===== src/rtl/global_table_update_ctrl_if.sv =====
// -----------------------------------------------------------------------------
// global_table_update_ctrl_if
//
// Purpose: bundles the fetch lookup, retire resolve, prediction result and
// shared table RAM port signals of global_table_update_ctrl.
//
// Handshakes: a lookup (lookup_valid/lookup_ready) or a resolve
// (resolve_valid/resolve_ready) transfers on a rising clock edge where both
// valid and ready are high. The requester holds valid and its payload until
// that transfer. Ready never depends on valid in the same cycle.
//
// Modports:
//   slave  - the controller (takes requests, drives the table port)
//   master - the environment (fetch, retire and the table RAM)
//
// Parameter HIST_W: path-history / table index width.
// -----------------------------------------------------------------------------
interface global_table_update_ctrl_if #(
    parameter int HIST_W = 12
);
    logic              lookup_valid;
    logic [HIST_W-1:0] lookup_hist;
    logic              lookup_ready;

    logic              pred_valid;
    logic              global_bit;
    logic              choice_bit;

    logic              resolve_valid;
    logic [HIST_W-1:0] resolve_hist;
    logic              resolve_taken;
    logic              resolve_global_ok;
    logic              resolve_local_ok;
    logic              resolve_ready;

    logic              tbl_en;
    logic              tbl_we;
    logic [HIST_W-1:0] tbl_addr;
    logic [1:0]        tbl_wdata_g;
    logic [1:0]        tbl_wdata_c;
    logic [1:0]        tbl_rdata_g;
    logic [1:0]        tbl_rdata_c;

    logic              init_done;

    modport slave (
        input  lookup_valid, lookup_hist,
        input  resolve_valid, resolve_hist, resolve_taken,
        input  resolve_global_ok, resolve_local_ok,
        input  tbl_rdata_g, tbl_rdata_c,
        output lookup_ready, pred_valid, global_bit, choice_bit,
        output resolve_ready,
        output tbl_en, tbl_we, tbl_addr, tbl_wdata_g, tbl_wdata_c,
        output init_done
    );

    modport master (
        output lookup_valid, lookup_hist,
        output resolve_valid, resolve_hist, resolve_taken,
        output resolve_global_ok, resolve_local_ok,
        output tbl_rdata_g, tbl_rdata_c,
        input  lookup_ready, pred_valid, global_bit, choice_bit,
        input  resolve_ready,
        input  tbl_en, tbl_we, tbl_addr, tbl_wdata_g, tbl_wdata_c,
        input  init_done
    );
endinterface


===== src/rtl/global_table_update_ctrl.sv =====
// -----------------------------------------------------------------------------
// global_table_update_ctrl
//
// Purpose: schedules the single port of the shared global-pattern / choice
// counter RAM (2^HIST_W entries, two 2-bit counters each). Fetch lookups get
// one read per cycle; retire updates are queued and applied as a
// read (IDLE) + write (WR) pair. After reset the whole table is cleared by a
// write sweep before any request is accepted.
//
// Ports:
//   clock     - system clock
//   reset     - asynchronous, active-high reset
//   bus       - global_table_update_ctrl_if.slave (lookup, resolve,
//               prediction, table port, init_done)
//   dbgState  - current FSM state (0 INIT, 1 IDLE, 2 WR)
//   stat_updates, stat_lookup_stalls - only with UPD_STATS_EN defined;
//               saturating counts of WR cycles and of stalled lookups
//
// Parameters: HIST_W (index width), QDEPTH (update queue depth, power of 2,
// >= 2).
//
// Build option: define UPD_STATS_EN to add the statistics counters.
// -----------------------------------------------------------------------------
module global_table_update_ctrl #(
    parameter int HIST_W = 12,
    parameter int QDEPTH = 4
) (
    input  logic                        clock,
    input  logic                        reset,
    global_table_update_ctrl_if.slave   bus,
    output logic [1:0]                  dbgState
`ifdef UPD_STATS_EN
    ,
    output logic [15:0]                 stat_updates,
    output logic [15:0]                 stat_lookup_stalls
`endif
);
    localparam int PTR_W = $clog2(QDEPTH);
    localparam logic [HIST_W-1:0] LAST_ADDR = '1;

    typedef enum logic [1:0] {
        INIT = 2'd0,
        IDLE = 2'd1,
        WR   = 2'd2
    } state_t;

    typedef struct packed {
        logic [HIST_W-1:0] hist;
        logic              taken;
        logic              globalOk;
        logic              localOk;
    } upd_t;

    state_t            state;
    upd_t              queueMem [QDEPTH];
    logic [PTR_W:0]    wrPtr;
    logic [PTR_W:0]    rdPtr;
    upd_t              head;
    logic              full;
    logic              empty;
    logic              push;
    logic              pop;

    logic              sweepEn;
    logic [HIST_W-1:0] sweepAddr;
    logic              initDone;

    logic              lookupReady;
    logic              resolveReady;
    logic              lookupFire;

    // A lookup read issued this cycle returns data next cycle; predPending
    // marks that cycle, heldG/heldC keep the last delivered bits afterwards.
    logic              predPending;
    logic              heldG;
    logic              heldC;

    logic              tblEn;
    logic              tblWe;
    logic [HIST_W-1:0] tblAddr;
    logic [1:0]        nextG;
    logic [1:0]        nextC;
    logic [1:0]        wdataG;
    logic [1:0]        wdataC;

    // ------------------------------------------------------------------ queue
    assign empty = (wrPtr == rdPtr);
    assign full  = (wrPtr[PTR_W] != rdPtr[PTR_W]) &&
                   (wrPtr[PTR_W-1:0] == rdPtr[PTR_W-1:0]);
    assign head  = queueMem[rdPtr[PTR_W-1:0]];

    // Ready is derived from registered state only, so a full queue refuses
    // even in the cycle its head is popped.
    assign resolveReady = initDone & ~full;
    assign push         = bus.resolve_valid & resolveReady;
    assign pop          = (state == WR);

    // A full queue takes the port away from fetch so updates cannot starve.
    assign lookupReady  = (state == IDLE) & ~full;
    assign lookupFire   = bus.lookup_valid & lookupReady;

    always_ff @(posedge clock) begin
        if (push) begin
            queueMem[wrPtr[PTR_W-1:0]] <= '{hist:     bus.resolve_hist,
                                            taken:    bus.resolve_taken,
                                            globalOk: bus.resolve_global_ok,
                                            localOk:  bus.resolve_local_ok};
        end
    end

    // ------------------------------------------------ counter update values
    always_comb begin
        nextG = bus.tbl_rdata_g;
        nextC = bus.tbl_rdata_c;
        if (head.taken) begin
            if (bus.tbl_rdata_g != 2'd3) nextG = bus.tbl_rdata_g + 2'd1;
        end else begin
            if (bus.tbl_rdata_g != 2'd0) nextG = bus.tbl_rdata_g - 2'd1;
        end
        // Choice moves toward whichever predictor alone was right.
        if (head.globalOk && !head.localOk) begin
            if (bus.tbl_rdata_c != 2'd3) nextC = bus.tbl_rdata_c + 2'd1;
        end else if (!head.globalOk && head.localOk) begin
            if (bus.tbl_rdata_c != 2'd0) nextC = bus.tbl_rdata_c - 2'd1;
        end
    end

    // ------------------------------------------------------- table port mux
    always_comb begin
        tblEn   = 1'b0;
        tblWe   = 1'b0;
        tblAddr = '0;
        wdataG  = 2'd0;
        wdataC  = 2'd0;
        case (state)
            INIT: begin
                // sweepEn is low in the first cycle after reset, so the port
                // stays quiet while reset is asserted.
                tblEn   = sweepEn;
                tblWe   = sweepEn;
                tblAddr = sweepAddr;
            end
            IDLE: begin
                if (full) begin
                    tblEn   = 1'b1;
                    tblAddr = head.hist;
                end else if (bus.lookup_valid) begin
                    tblEn   = 1'b1;
                    tblAddr = bus.lookup_hist;
                end else if (!empty) begin
                    tblEn   = 1'b1;
                    tblAddr = head.hist;
                end
            end
            WR: begin
                tblEn   = 1'b1;
                tblWe   = 1'b1;
                tblAddr = head.hist;
                wdataG  = nextG;
                wdataC  = nextC;
            end
            default: begin
                tblEn = 1'b0;
            end
        endcase
    end

    // ------------------------------------------------------------------ FSM
    always_ff @(posedge clock or posedge reset) begin
        if (reset) begin
            state       <= INIT;
            sweepEn     <= 1'b0;
            sweepAddr   <= '0;
            initDone    <= 1'b0;
            wrPtr       <= '0;
            rdPtr       <= '0;
            predPending <= 1'b0;
            heldG       <= 1'b0;
            heldC       <= 1'b0;
        end else begin
            predPending <= lookupFire;
            if (predPending) begin
                heldG <= bus.tbl_rdata_g[1];
                heldC <= bus.tbl_rdata_c[1];
            end
            if (push) wrPtr <= wrPtr + 1'b1;
            if (pop)  rdPtr <= rdPtr + 1'b1;

            case (state)
                INIT: begin
                    if (!sweepEn) begin
                        sweepEn <= 1'b1;
                    end else if (sweepAddr == LAST_ADDR) begin
                        sweepEn  <= 1'b0;
                        initDone <= 1'b1;
                        state    <= IDLE;
                    end else begin
                        sweepAddr <= sweepAddr + 1'b1;
                    end
                end
                IDLE: begin
                    // Same conditions that issued the head read in the mux.
                    if (full || (!bus.lookup_valid && !empty)) state <= WR;
                end
                WR: begin
                    state <= IDLE;
                end
                default: begin
                    state <= INIT;
                end
            endcase
        end
    end

    // -------------------------------------------------------------- outputs
    assign bus.lookup_ready  = lookupReady;
    assign bus.resolve_ready = resolveReady;
    assign bus.init_done     = initDone;
    assign bus.pred_valid    = predPending;
    assign bus.global_bit    = predPending ? bus.tbl_rdata_g[1] : heldG;
    assign bus.choice_bit    = predPending ? bus.tbl_rdata_c[1] : heldC;
    assign bus.tbl_en        = tblEn;
    assign bus.tbl_we        = tblWe;
    assign bus.tbl_addr      = tblAddr;
    assign bus.tbl_wdata_g   = wdataG;
    assign bus.tbl_wdata_c   = wdataC;
    assign dbgState          = state;

`ifdef UPD_STATS_EN
    always_ff @(posedge clock or posedge reset) begin
        if (reset) begin
            stat_updates       <= '0;
            stat_lookup_stalls <= '0;
        end else begin
            if (state == WR && stat_updates != 16'hFFFF) begin
                stat_updates <= stat_updates + 16'd1;
            end
            if (bus.lookup_valid && !lookupReady && initDone &&
                stat_lookup_stalls != 16'hFFFF) begin
                stat_lookup_stalls <= stat_lookup_stalls + 16'd1;
            end
        end
    end
`endif

endmodule


===== src/flat_wrapper.sv =====
// flat-port wrapper written by rule: the top's interface ports become plain ports
module global_table_update_ctrl_flat 
#(
    parameter int HIST_W = 12,
    parameter int QDEPTH = 4
)
  (clock, reset, dbgState, bus_lookup_valid, bus_lookup_hist, bus_resolve_valid, bus_resolve_hist, bus_resolve_taken, bus_resolve_global_ok, bus_resolve_local_ok, bus_tbl_rdata_g, bus_tbl_rdata_c, bus_lookup_ready, bus_pred_valid, bus_global_bit, bus_choice_bit, bus_resolve_ready, bus_tbl_en, bus_tbl_we, bus_tbl_addr, bus_tbl_wdata_g, bus_tbl_wdata_c, bus_init_done);
  global_table_update_ctrl_if #(.HIST_W(HIST_W)) bus_i ();
  input  logic clock;
  input  logic reset;
  output logic [1:0] dbgState;
  input wire logic [$bits(bus_i.lookup_valid)-1:0] bus_lookup_valid;
  input wire logic [$bits(bus_i.lookup_hist)-1:0] bus_lookup_hist;
  input wire logic [$bits(bus_i.resolve_valid)-1:0] bus_resolve_valid;
  input wire logic [$bits(bus_i.resolve_hist)-1:0] bus_resolve_hist;
  input wire logic [$bits(bus_i.resolve_taken)-1:0] bus_resolve_taken;
  input wire logic [$bits(bus_i.resolve_global_ok)-1:0] bus_resolve_global_ok;
  input wire logic [$bits(bus_i.resolve_local_ok)-1:0] bus_resolve_local_ok;
  input wire logic [$bits(bus_i.tbl_rdata_g)-1:0] bus_tbl_rdata_g;
  input wire logic [$bits(bus_i.tbl_rdata_c)-1:0] bus_tbl_rdata_c;
  output wire logic [$bits(bus_i.lookup_ready)-1:0] bus_lookup_ready;
  output wire logic [$bits(bus_i.pred_valid)-1:0] bus_pred_valid;
  output wire logic [$bits(bus_i.global_bit)-1:0] bus_global_bit;
  output wire logic [$bits(bus_i.choice_bit)-1:0] bus_choice_bit;
  output wire logic [$bits(bus_i.resolve_ready)-1:0] bus_resolve_ready;
  output wire logic [$bits(bus_i.tbl_en)-1:0] bus_tbl_en;
  output wire logic [$bits(bus_i.tbl_we)-1:0] bus_tbl_we;
  output wire logic [$bits(bus_i.tbl_addr)-1:0] bus_tbl_addr;
  output wire logic [$bits(bus_i.tbl_wdata_g)-1:0] bus_tbl_wdata_g;
  output wire logic [$bits(bus_i.tbl_wdata_c)-1:0] bus_tbl_wdata_c;
  output wire logic [$bits(bus_i.init_done)-1:0] bus_init_done;
  assign bus_i.lookup_valid = bus_lookup_valid;
  assign bus_i.lookup_hist = bus_lookup_hist;
  assign bus_i.resolve_valid = bus_resolve_valid;
  assign bus_i.resolve_hist = bus_resolve_hist;
  assign bus_i.resolve_taken = bus_resolve_taken;
  assign bus_i.resolve_global_ok = bus_resolve_global_ok;
  assign bus_i.resolve_local_ok = bus_resolve_local_ok;
  assign bus_i.tbl_rdata_g = bus_tbl_rdata_g;
  assign bus_i.tbl_rdata_c = bus_tbl_rdata_c;
  assign bus_lookup_ready = bus_i.lookup_ready;
  assign bus_pred_valid = bus_i.pred_valid;
  assign bus_global_bit = bus_i.global_bit;
  assign bus_choice_bit = bus_i.choice_bit;
  assign bus_resolve_ready = bus_i.resolve_ready;
  assign bus_tbl_en = bus_i.tbl_en;
  assign bus_tbl_we = bus_i.tbl_we;
  assign bus_tbl_addr = bus_i.tbl_addr;
  assign bus_tbl_wdata_g = bus_i.tbl_wdata_g;
  assign bus_tbl_wdata_c = bus_i.tbl_wdata_c;
  assign bus_init_done = bus_i.init_done;
  global_table_update_ctrl #(.HIST_W(HIST_W), .QDEPTH(QDEPTH)) u_core (.clock(clock), .reset(reset), .bus(bus_i), .dbgState(dbgState));
endmodule

===== config.mk =====
export PLATFORM = sky130hd
export DESIGN_NAME = global_table_update_ctrl_flat
export DESIGN_NICKNAME = d
export VERILOG_FILES = /design/src/rtl/global_table_update_ctrl_if.sv /design/src/rtl/global_table_update_ctrl.sv /design/src/flat_wrapper.sv
export SDC_FILE = /design/constraint.sdc
export NUM_CORES = 1
export LEC_CHECK = 0
export ABC_CLOCK_PERIOD_IN_PS = 5300
export BUFFER_PORTS_ARGS = -buffer_cell sky130_fd_sc_hd__buf_4
export CAP_MARGIN = 40
export CELL_PAD_IN_SITES_DETAIL_PLACEMENT = 0
export CELL_PAD_IN_SITES_GLOBAL_PLACEMENT = 1
export CORE_MARGIN = 2
export CORE_UTILIZATION = 30
export CTS_CLUSTER_DIAMETER = 100
export DETAILED_ROUTE_END_ITERATION = 10
export GPL_ROUTABILITY_DRIVEN = 0
export HOLD_SLACK_MARGIN = 0.08
export PLACE_DENSITY_LB_ADDON = 0.15
export SYNTH_ARGS = -nofsm -noshare
export SYNTH_HDL_FRONTEND = slang
export SYNTH_SLANG_ARGS = --single-unit

===== constraint.sdc =====
create_clock -name clock -period 5.3 [get_ports clock]
set_input_delay 0.53 -clock clock [delete_from_list [all_inputs] [get_ports clock]]
set_output_delay 0.53 -clock clock [all_outputs]
set_load 0.05 [all_outputs]

# Word-level counts from Yosys, hierarchy flattened
# Memories as Yosys holds them, arrays and structs flattened.
# Cells that the tools add are included.
[totals]
output_inout_bits = 26
ramBits = 60
reg_bits = 25
inputBits = 35
n_memories = 1
word_cells = 77
[mem_list]
columns = ["name", "words", "word_bits", "read_ports", "rd_clocked_by_memory_dff", "wr", "line", "text"]
rows = [
  ["u_core.queueMem", 4, 15, 1, 0, 1, "global_table_update_ctrl.sv:55", "upd_t queueMem [QDEPTH];"],
]
[op_classes]
eq_ne = 11
bitwise = 6
muxes = 28
n_reduce_logical = 15
add_sub_neg = 7
[ops]
columns = ["op", "count"]
rows = [
  ["2-to-1 mux 12 bit", 3],
  ["case mux 12 bit (3 select lines)", 1],
  ["2-to-1 mux 2 bit", 12],
  ["adder 12 x 1 -> 12 bit, second input constant", 1],
  ["== test 12 bit, second input constant", 1],
  ["2-to-1 mux 1 bit", 9],
  ["AND reduction 3 bit", 3],
  ["adder 3 x 1 -> 3 bit, second input constant", 2],
  ["!= test 2 bit, second input constant", 3],
  ["case mux 2 bit (3 select lines)", 1],
  ["adder 2 x 1 -> 2 bit, second input constant", 2],
  ["AND 1 bit", 4],
  ["logical AND 1 bit", 4],
  ["logical NOT 1 bit", 4],
  ["!= test 2 x 1 -> 1 bit, second input constant", 2],
  ["nonzero test 2 bit", 2],
  ["subtractor 2 x 1 -> 2 bit, second input constant", 2],
  ["== test 3 bit", 1],
  ["case mux 1 bit (3 select lines)", 1],
  ["== test 2 x 1 -> 1 bit, second input constant", 1],
  ["== test 2 bit", 1],
  ["== test 2 bit, second input constant", 1],
  ["logical NOT 2 bit", 1],
  ["inverter 1 bit", 2],
  ["other kinds (3)", 3],
]

# Longest topological paths before layout
# Gate-level depths: netlist of the first run.
[depth]
word_depth = 7
ltp_mapped = 6
mapped_depth_nobuf = 5

# Least setup slack after synthesis of the first run
# No wires, ideal clock.
[synth_timing]
path_kind = "register to output"
startpoint = "register u_core.rdPtr[0]"
endpoint = "output port bus_tbl_wdata_c[0]"
arrival_ns = 2.471
required_time_ns = 4.770
n_path_buf = 1
stages_incl_launch_ff = 6
path_slack_ns = 2.299
cell_sequence = "dfrtp_1 > buf_6 > mux4_2 > nor3b_2 > a211oi_1 > a211oi_1"
[synth_via]
elab_chain_cells = 6
word_cells_on_any_way = 8
classes_between = "mux (3); reduce/logical (4); memory (1)"
[synth_rtl]
columns = ["item", "line", "text"]
rows = [
  ["start, declared", "global_table_update_ctrl.sv:57", "logic [PTR_W:0] rdPtr;"],
  ["start signal, assigned", "global_table_update_ctrl.sv:187", "if (pop) rdPtr <= rdPtr + 1'b1;"],
  ["memory (4 x 15 bit) (*)", "n/a", ""],
  ["logical NOT 1 bit", "global_table_update_ctrl.sv:123", "end else if (!head.globalOk && head.localOk) begin"],
  ["logical AND 1 bit", "global_table_update_ctrl.sv:123", ""],
  ["2-to-1 mux 2 bit", "global_table_update_ctrl.sv:123", ""],
  ["2-to-1 mux 2 bit (*)", "global_table_update_ctrl.sv:121", "if (head.globalOk && !head.localOk) begin"],
  ["2-to-1 mux 2 bit (*)", "global_table_update_ctrl.sv:135", "case (state)"],
  ["end, declared", "flat_wrapper.sv:30", "output wire logic [$bits(bus_i.tbl_wdata_c)-1:0] bus_tbl_wdata_c;"],
]
# Mark *: on every way between the ends. The rest lies on a longest branch, timed or not.

# Final worst setup path of the first run
[layout_timing]
startpoint = "register u_core.rdPtr[0]"
endpoint = "output port bus_tbl_addr[6]"
[layout_via]
elab_chain_cells = 5
word_cells_on_any_way = 8
classes_between = "eq/ne (2); mux (4); reduce/logical (1); memory (1)"
[layout_rtl]
columns = ["item", "line", "text"]
rows = [
  ["memory (4 x 15 bit) / == test 3 bit (equally long branches)", "n/a", ""],
  ["2-to-1 mux 12 bit", "global_table_update_ctrl.sv:150", "end else if (!empty) begin"],
  ["2-to-1 mux 12 bit", "global_table_update_ctrl.sv:147", "end else if (bus.lookup_valid) begin"],
  ["2-to-1 mux 12 bit", "global_table_update_ctrl.sv:144", "if (full) begin"],
  ["case mux 12 bit (3 select lines) (*)", "global_table_update_ctrl.sv:135", ""],
  ["end, declared", "flat_wrapper.sv:28", "output wire logic [$bits(bus_i.tbl_addr)-1:0] bus_tbl_addr;"],
]
# Marks and branches as above.

==> impl_results.md, run 1 <==
* Status: finished clean
* Post-CTS sizing at 0
* Worst path buffer plus inverter count at 2
* Most common cell on crit path: buf_4
* RSZ-0062 raised after global routing: false
* Worst Path Required at 4.77 ns
* Power Dens Cells at 525 nW/um2
* Post-DP HPWL at 6.15 mm
* Synth Register Bits at 85
* Area taken by multi-input logic gates at 1320 um2
* P_int at 1.55 mW
* Worst min-delay path class: in -> async
* CP delay by family, top: compound AO/OA/AOI/OAI gates
* Main flop type after synthesis: edfxtp_1
* Flop pwr share at 33.5%
* Slew @ Worst Pin at 0.792 ns
* Clock latency on the worst-skew pair at 0.34 ns
* Die Ht at 117 um
* Yosys top cell by area: edfxtp_1
* Layout area overhead at 26.9%
* Leakage power at 1.96 nW
* Clock slew at reported path FFs at 0.06 ns
* Io pins at 61
* Die Wd at 117 um
* CP startpoint kind: flop
* Post-synth cell types at 48
* Area occupied by registers at 2430 um2
* Total CTS buffers at 9
* GRT Util Overall at 13.4%
* Start point of the critical path: u_core.rdPtr[0]
* Postcts setup bufs at 0
* Avg Cell Area, Syn at 15.3 um2
* CTS Sinks at 85
* Synth cell count leaders: edfxtp_1 (60), dfrtp_1 (25), nand2_1 (13), a21o_1 (12)
* Tmin final at 2.96 ns
* Worst r2r src: u_core.rdPtr[1]
* Cell row count at 41
* Register area share after synthesis at 63.4%
* Arrival time worst endpoint at 2.43 ns
* Drt first-iter violations at 103
* Initial Util at 30.6%
* WL/cell at 16.8 um
* I/O Buffers at 60
* GRT overflow at 0
* Relative slew slack at 47.2%
* Largest cells by area after synthesis: edfxtp_1 (47%), dfrtp_1 (16%), mux4_2 (6.5%)
* Part of the cycle the worst path needs at 55.8%
* VDD IR-drop max at 223 uV
* Clock skew at 0.00569 ns
* Final hold viol count at 0
* EDFF count, synth at 60
* Vias in the first global route at 2286
* Final slew viol count at 0
* Crit path capture type: output pin
* ANT cells at 0
* Post-route ant nets at 0
* Combinational cell fraction of total power at 41.9%
* Via count of the routed design at 2276
* Asr flop ratio synth at 29.4%
* Delay of the slowest critical-path stage at 0.70 ns
* DR pass1 iterations at 4
* Largest net degree at the start of global routing at 19
* Clock Power Share at 24.6%
* Critical-path top delay cell: dfrtp_1
* Area fraction of the dominant cell type after synthesis at 47.0%
* Clock Path Buffers at 2
* Switching part of the total at 39.3%
* Total power at 2.55 mW
* Core Footprint at 12500 um2
* Setup violators final at 0
* Syn nets at 291
* Worst-path fanout max at 10
* CP Class: reg -> out
* Die footprint at 13700 um2
* Root Driver: clkbuf_16
* Share of layout cells above drive strength 1 at 32.2%
* Fin nets at 362
* DR vias/cell at 4.57
* Most common cell in the synthesized netlist: edfxtp_1
* H-tree Lvls at 3
* Setup TNS at 0 ns
* DRC viols at 0
* Ys Warns at 0
* # hold bufs at CTS at 0
* Initial antenna violation count at 0
* First-pass GRT wire length at 13.0 mm
* Number of fill cells at 1218
* Synthesized area at 3830 um2
* CP Cell Sequence: xnor2_2 > a311oi_2 > buf_4 > a22o_1 > a21o_1 > buf_4
* Psw at 1.00 mW
* Post-Synthesis Cells at 250
* F_max at 338 MHz
* Max-cap violations at 0
* CTS tree: built
* Routed wire length at 8.37 mm
## metrics by stage
stage                     utilization (%)  std cells  hold WS, ns  area (um2)  setup slack, ns
after CTS                            38.8        498        0.190        4860             2.26
after global placement               35.6        475        0.492        4460             2.22
after floorplan                         -        250        0.480        3830             2.30
after detailed placement             36.4        482        0.495        4560             2.65
final                                38.8        498        0.192        4860             2.34
after global routing                 38.8        498        0.216        4860             2.13
## state kept, by name (all words and copies together), names as in the netlist
| signal | cells |
|---|---|
| u_core.bus.init_done | 1 |
| u_core.bus.pred_valid | 1 |
| u_core.dbgState | 2 |
| u_core.heldC | 1 |
| u_core.heldG | 1 |
| u_core.queueMem | 60 |
| u_core.rdPtr | 3 |
| u_core.sweepAddr | 12 |
| u_core.sweepEn | 1 |
| u_core.wrPtr | 3 |
## final cells by class
| type | instances | share of cell area [%] |
|---|---|---|
| inverters | 9 | 0.695 |
| well taps | 172 | 4.43 |
| clock buffers | 10 | 4.71 |
| flip-flops and latches | 85 | 49.9 |
| clock inverters | 6 | 1.49 |
| repair buffers | 68 | 11.5 |
| multi-input cells | 148 | 27.2 |
## power by group through the flow
stage | Sequential (mW) | Combinational, mW | Clock, mW
5_1_grt | 0.870 | 1.15 | 0.675
6_report | 0.855 | 1.07 | 0.628
3_3_place_gp | 0.887 | 1.05 | 0
4_1_cts | 0.856 | 1.09 | 0.651
3_5_place_dp | 0.869 | 1.08 | 0
2_1_floorplan | 0.843 | 0.801 | 0
## final timing paths
path	to	slack, ns	cells past startpoint
worst max-delay path	bus_tbl_addr[6]	2.34	6
worst min register to register	u_core.heldC	0.50	1
max in group asynchronous	u_core.sweepEn	4.66	3
worst min-delay path	u_core.heldC	0.19	2
min in group clock	u_core.queueMem[0][1]	0.38	1
worst max register to register	u_core.queueMem[2][13]	2.96	4
## per-layer routing
layer | global-route usage, % | wire length (um) | vias to the layer above
met5 | 0 | 0 | -
met2 | 20.8 | 3940 | 37
met1 | 18.1 | 4000 | 1117
met3 | 3.60 | 283 | 11
met4 | 4.94 | 151 | 0
li1 | - | - | 1111
## logic make-up after synthesis
kind of cell / after synthesis / share of synthesized area [%]
and+or+nand+nor: 59 / 8.89
AOI/OAI and AO/OA: 47 / 9.08
buffers and inverters: 17 / 2.09
muxes: 18 / 10.1
xor gates and xnor gates: 18 / 4.51
DFF: 85 / 63.4
adders and majority gates: 6 / 1.96
## worst register-to-register path: cells and delay by family, from the launching register on
family	cells	cell delay [ns]
xor gates and xnor gates	1	0.19
and+or+nand+nor	1	0.69
DFF	1	0.55
buffers and inverters	1	0.22
AOI/OAI and AO/OA	1	0.32
## cells in the final DEF, fill, tap and decap left out, drive strengths merged, types with 5 or more instances in the layout
master | netlist | final
a21o | 12 | 12
nor2 | 10 | 10
buf | 7 | 68
dfrtp | 25 | 25
a21oi | 6 | 6
edfxtp | 60 | 60
nand2 | 13 | 13
nand3 | 7 | 7
ha | 6 | 6
xor2 | 5 | 5
clkbuf | 1 | 10
and3 | 5 | 5
xnor2 | 13 | 13
mux4 | 15 | 15
nand4 | 6 | 6
o21ai | 5 | 5
a22o | 11 | 11
inv | 9 | 10
(Power assumes the default switching activity.)
==> run 2, diff against run 1 <==
--- a/config.mk
+++ b/config.mk
@@ -5,7 +5,7 @@
 export SDC_FILE = /design/constraint.sdc
 export NUM_CORES = 1
 export LEC_CHECK = 0
-export ABC_CLOCK_PERIOD_IN_PS = 5300
+export ABC_CLOCK_PERIOD_IN_PS = 2690
 export BUFFER_PORTS_ARGS = -buffer_cell sky130_fd_sc_hd__buf_4
 export CAP_MARGIN = 40
 export CELL_PAD_IN_SITES_DETAIL_PLACEMENT = 0
==> constraint.sdc (replaced) <==
create_clock -name clock -period 2.69 [get_ports clock]
set_input_delay 0.269 -clock clock [delete_from_list [all_inputs] [get_ports clock]]
set_output_delay 0.269 -clock clock [all_outputs]
set_load 0.05 [all_outputs]
==> run 2 against run 1 <==
Net effect:
- sequential power grew 94%
- critical path depth shrank 1
- flip-flop and latch count unchanged
- critical endpoint is now bus_tbl_wdata_g[1]
==> impl_results.md, run 2 (synthesis gave the netlist of run 1 again) <==
* Status: finished clean
* Max-cap violations at 0
* Largest net degree at the start of global routing at 26
* Layout area overhead at 27.3%
* Worst-path fanout max at 8
* Io pins at 61
* I/O Buffers at 60
* Worst Reg-to-Reg Cells at 5
* DRC viols at 0
* CP Class: reg -> out
* Setup ws final at 0.238 ns
* Total CTS buffers at 9
* RSZ-0062 raised after global routing: false
* Top layer reached by signal wires: met4
* Clock Path Buffers at 2
* Setup TNS at 0 ns
* CP Cell Sequence: buf_4 > mux4_1 > o21ai_0 > a21oi_1 > buf_4
* WL/cell at 16.8 um
* Switching part of the total at 38.8%
* Part of the cycle the worst path needs at 91.2%
* Most common cell after layout, fill and taps aside: buf_4
* Placed cell count at 485
* Die Ht at 117 um
* DRT met1 WL at 3.84 mm
* Critical-path top delay cell: mux4_1
* Clock latency on the worst-skew pair at 0.33 ns
* Total power at 5.16 mW
* GRT overflow at 0
* Vias in the first global route at 2350
* Clock slew at reported path FFs at 0.06 ns
* Worst Path Required at 2.42 ns
* Root Driver: clkbuf_16
* Clock skew at 0.00892 ns
* Placed inst area at 4540 um2
* Share of layout cells above drive strength 1 at 33.3%
* Die Wd at 117 um
* Post-route cell area at 4880 um2
* Via count of the routed design at 2359
* WHS Path Cells at 1
* R2r setup slk at 0.87 ns
* Met2 routed WL at 4.19 mm
* Non-Filler Instances at 502
* Tmin final at 2.45 ns
* Slew @ Worst Pin at 0.447 ns
* Wire length on met3 at 277 um
* Worst path buffer plus inverter count at 2
* CTS Sinks at 85
* Max FFs per register at 60
* Initial antenna violation count at 0
* Clock Power Share at 26.1%
* DR vias/cell at 4.70
* Post-DP HPWL at 5.99 mm
* H-tree Lvls at 3
* Worst r2r src: u_core.wrPtr[1]
* ANT cells at 0
* Die footprint at 13700 um2
* CP delay by family, top: multiplexers
* Psw at 2.00 mW
* Final slew viol count at 0
* P_int at 3.16 mW
* Leakage power at 1.98 nW
* Delay of the slowest critical-path stage at 0.65 ns
* Drt first-iter violations at 142
* Power Dens Cells at 1060 nW/um2
* VDD IR-drop max at 486 uV
* GRT Util Overall at 13.0%
* Combinational cell fraction of total power at 41.8%
* Worst-case hold path end point: u_core.queueMem[0][13]
* DR pass1 iterations at 5
* Core Footprint at 12500 um2
* Start point of the critical path: u_core.rdPtr[0]
* Number of fill cells at 1237
* Routed wire length at 8.46 mm
* Hold Crit Start: bus_resolve_hist[10]
* First-pass GRT wire length at 12.9 mm
* Crit path capture type: output pin
* Worst r2r dst: u_core.wrPtr[2]
* Cell row count at 41
* CP startpoint kind: flop
* Relative slew slack at 70.2%
* Most common cell on crit path: buf_4
* CTS tree: built
* DP Worst Slack at 0.443 ns
* Worst min-delay path class: in -> reg
* Flop pwr share at 32.1%
* Initial Util at 30.6%
* F_max at 408 MHz
* Final hold viol count at 0
* Setup violators final at 0
* Commonest non-fill, non-tap cells in the layout: buf_4 (71), edfxtp_1 (60), dfrtp_1 (24)
* Fin nets at 366
* Post-route ant nets at 0
* Arrival time worst endpoint at 2.18 ns
==> run 2: how the worst max path moves through the flow <==
stage	cells past startpoint	to	slack, ns
after CTS	5	bus_tbl_wdata_g[1]	0.08
after detailed placement	5	bus_tbl_wdata_g[1]	0.44
after global placement	5	bus_tbl_wdata_g[1]	0.47
after floorplan	5	bus_tbl_wdata_c[0]	0.42
final	5	bus_tbl_wdata_g[1]	0.24
after global routing	5	bus_tbl_wdata_g[1]	0.10
==> run 2: repair_timing <==
action                                 in CTS  in global routing
setup endpoints to repair                   0                  2
endpoints found under the hold margin      25                  0
setup buffers                               0                  0
gates resized for setup                     0                  1
hold buffers                                1                  0
==> run 2: power by group through the flow <==
stage / combinational [mW] / clock [mW] / sequential (mW)
3_5_place_dp: 2.18 / 0 / 1.68
5_1_grt: 2.31 / 1.45 / 1.68
3_3_place_gp: 2.17 / 0 / 1.68
6_report: 2.16 / 1.35 / 1.66
4_1_cts: 2.19 / 1.39 / 1.66
2_1_floorplan: 1.58 / 0 / 1.66
==> run 2: per-stage QoR <==
stage / utilization, % / hold WS, ns
floorplan: - / 0.296
global placement: 36.2 / 0.365
detailed placement: 36.2 / 0.373
CTS: 39.0 / 0.125
global route: 39.0 / 0.129
finish: 39.0 / 0.134
==> run 2: final cells by class <==
cell class | instances | area, um2 | share of cell area [%]
repair buffers | 72 | 543 | 11.1
flip-flops and latches | 85 | 2430 | 49.8
clock inverters | 7 | 104 | 2.13
clock buffers | 9 | 225 | 4.62
well taps | 172 | 215 | 4.41
inverters | 9 | 33.8 | 0.693
multi-input cells | 148 | 1330 | 27.2
==> run 2: per-layer routing <==
layer | track usage [%] | vias to the layer above
li1 | - | 1125
met1 | 17.3 | 1179
met2 | 21.3 | 44
met3 | 2.27 | 11
met4 | 5.18 | 0
met5 | 0 | -
==> run 2: worst reg2reg max path: stages (launching register included) <==
cell     delay [ns]
dfrtp_1        0.47
xor2_1         0.21
o311a_1        0.46
and2_1         0.19
buf_4          0.21
xor2_1         0.16
==> run 3, diff against run 2 <==
--- a/config.mk
+++ b/config.mk
@@ -6,14 +6,15 @@
 export NUM_CORES = 1
 export LEC_CHECK = 0
 export ABC_CLOCK_PERIOD_IN_PS = 2690
-export BUFFER_PORTS_ARGS = -buffer_cell sky130_fd_sc_hd__buf_4
 export CAP_MARGIN = 40
 export CELL_PAD_IN_SITES_DETAIL_PLACEMENT = 0
 export CELL_PAD_IN_SITES_GLOBAL_PLACEMENT = 1
+export CORE_ASPECT_RATIO = 0.9
 export CORE_MARGIN = 2
 export CORE_UTILIZATION = 30
 export CTS_CLUSTER_DIAMETER = 100
 export DETAILED_ROUTE_END_ITERATION = 10
+export DONT_BUFFER_PORTS = 1
 export GPL_ROUTABILITY_DRIVEN = 0
 export HOLD_SLACK_MARGIN = 0.08
 export PLACE_DENSITY_LB_ADDON = 0.15
==> run 3 against run 2 <==
Net effect:
- fmax is 2.4% lower
- core utilization shrank 0.39 points
- worst hold slack improved by 0.13 ns
- critical path type unchanged
- largest power group unchanged
- largest cell class unchanged
==> impl_results.md, run 3 (synthesis gave the netlist of run 1 again) <==
* Status: finished clean
* First-pass GRT wire length at 13.4 mm
* CP Class: reg -> out
* WL/cell at 18.1 um
* Commonest non-fill, non-tap cells in the layout: edfxtp_1 (60), dfrtp_1 (25), dlygate4sd3_1 (17), buf_4 (17)
* CTS tree: built
* Routed wire length at 8.52 mm
* Fin nets at 342
* Worst r2r src: u_core.rdPtr[1]
* GRT overflow at 0
* Postcts setup bufs at 0
* Worst min-delay path class: in -> reg
* Clock latency on the worst-skew pair at 0.34 ns
* Final Util at 38.6%
* Crit path capture type: output pin
* Number of fill cells at 1194
* VDD IR-drop max at 499 uV
* GRT Util Overall at 13.5%
* Area occupied by registers at 2430 um2
* DR vias/cell at 4.81
* Start point of the critical path: u_core.rdPtr[0]
* Max-cap violations at 0
* RSZ-0062 raised after global routing: false
* Setup violators final at 0
* Arrival time worst endpoint at 2.24 ns
* Clock slew at reported path FFs at 0.06 ns
* Layout area overhead at 26.8%
* Total power at 5.31 mW
* Drt first-iter violations at 164
* Worst r2r dst: u_core.queueMem[2][6]
* Largest net degree at the start of global routing at 19
* Leakage power at 1.87 nW
* Part of the cycle the worst path needs at 93.4%
* Final hold viol count at 0
* Setup crit end: bus_tbl_addr[4]
* Via count of the routed design at 2259
* Max FFs per register at 60
* DRC viols at 0
* Vias in the first global route at 2255
* CP startpoint kind: flop
* ANT cells at 0
* Tmin final at 2.51 ns
* F_max at 398 MHz
* Die Ht at 111 um
* Area taken by multi-input logic gates at 1330 um2
* Core Footprint at 12600 um2
* Final slew viol count at 0
* Worst Path Required at 2.42 ns
* Clock Path Buffers at 2
* Placed inst area at 4410 um2
* Slew @ Worst Pin at 0.809 ns
* Clock skew at 0.00612 ns
* Relative slew slack at 46.0%
* Post-route cell area at 4860 um2
* Initial Util at 30.4%
* Share of layout cells above drive strength 1 at 22.5%
* Setup TNS at 0 ns
* DR pass1 iterations at 4
* Most common cell after layout, fill and taps aside: edfxtp_1
* CTS Sinks at 85
* R2r setup slk at 0.49 ns
* Total CTS buffers at 9
* I/O Buffers at 0
* Initial antenna violation count at 0
* H-tree Lvls at 3
* Post-route ant nets at 0
* Cell row count at 39
* Die footprint at 13700 um2
* Post-DP HPWL at 6.22 mm
* Die Wd at 123 um
* Power Dens Cells at 1090 nW/um2
* Worst-path fanout max at 12
* Io pins at 61
* Root Driver: clkbuf_16
* Worst Reg-to-Reg Cells at 3
run 3: how the worst min path moves through the flow:
stage,startpoint,to,slack (ns),cells past startpoint
6_report,bus_lookup_valid,u_core.dbgState[1],0.27,2
5_1_grt,bus_lookup_valid,u_core.dbgState[1],0.28,2
4_1_cts,bus_lookup_valid,u_core.dbgState[1],0.26,2
3_5_place_dp,reset,u_core.heldG,0.17,1
3_3_place_gp,bus_resolve_hist[0],u_core.queueMem[3][3],0.37,0
2_1_floorplan,reset,u_core.bus.init_done,0.30,1
run 3: per-layer routing:
metal  track usage, %  up-vias  part of all wire, %  routed length (um)
met4             4.09        0                 0.94                  80
met2             20.1       55                   47                3980
met5                0        -                    0                   0
li1                 -     1068                    -                   -
met3             4.48        9                  6.2                 526
met1             18.7     1127                   46                3930
run 3: critical path, cell delays in order (launching register included):
cell,delay [ns]
dfrtp_1,0.48
buf_4,0.23
xnor2_2,0.17
a311oi_2,0.31
buf_4,0.25
a22o_1,0.18
a21o_1,0.14
buf_12,0.14
run 3: layout make-up:
| cell class | count | area share (%) |
|---|---|---|
| clock inverters | 6 | 0.979 |
| inverters | 9 | 0.696 |
| clock buffers | 10 | 4.72 |
| flip-flops and latches | 85 | 50.0 |
| repair buffers | 48 | 12.1 |
| well taps | 164 | 4.23 |
| multi-input cells | 148 | 27.3 |
run 3: report_power, final:
group / switching, mW / internal, mW / total, mW
combinational: 1.40 / 1.11 / 2.51
sequential: 0.155 / 1.51 / 1.66
clock: 0.508 / 0.633 / 1.14
total: 2.06 / 3.25 / 5.31
run 3: per-stage QoR:
| step | std cells | hold slack, ns | setup WS [ns] |
|---|---|---|---|
| floorplan | 250 | 0.296 | 0.421 |
| global placement | 436 | 0.368 | 0.473 |
| finish | 470 | 0.269 | 0.178 |
| detailed placement | 437 | 0.173 | 0.440 |
| global route | 470 | 0.283 | 0.0233 |
| CTS | 470 | 0.258 | 0.0951 |
run 3: timing repair:
action | 4_1_cts | 5_1_grt
hold buffers | 17 | 0
gates resized for setup | 0 | 1
setup endpoints to repair | 0 | 11
endpoints found under the hold margin | 68 | 0
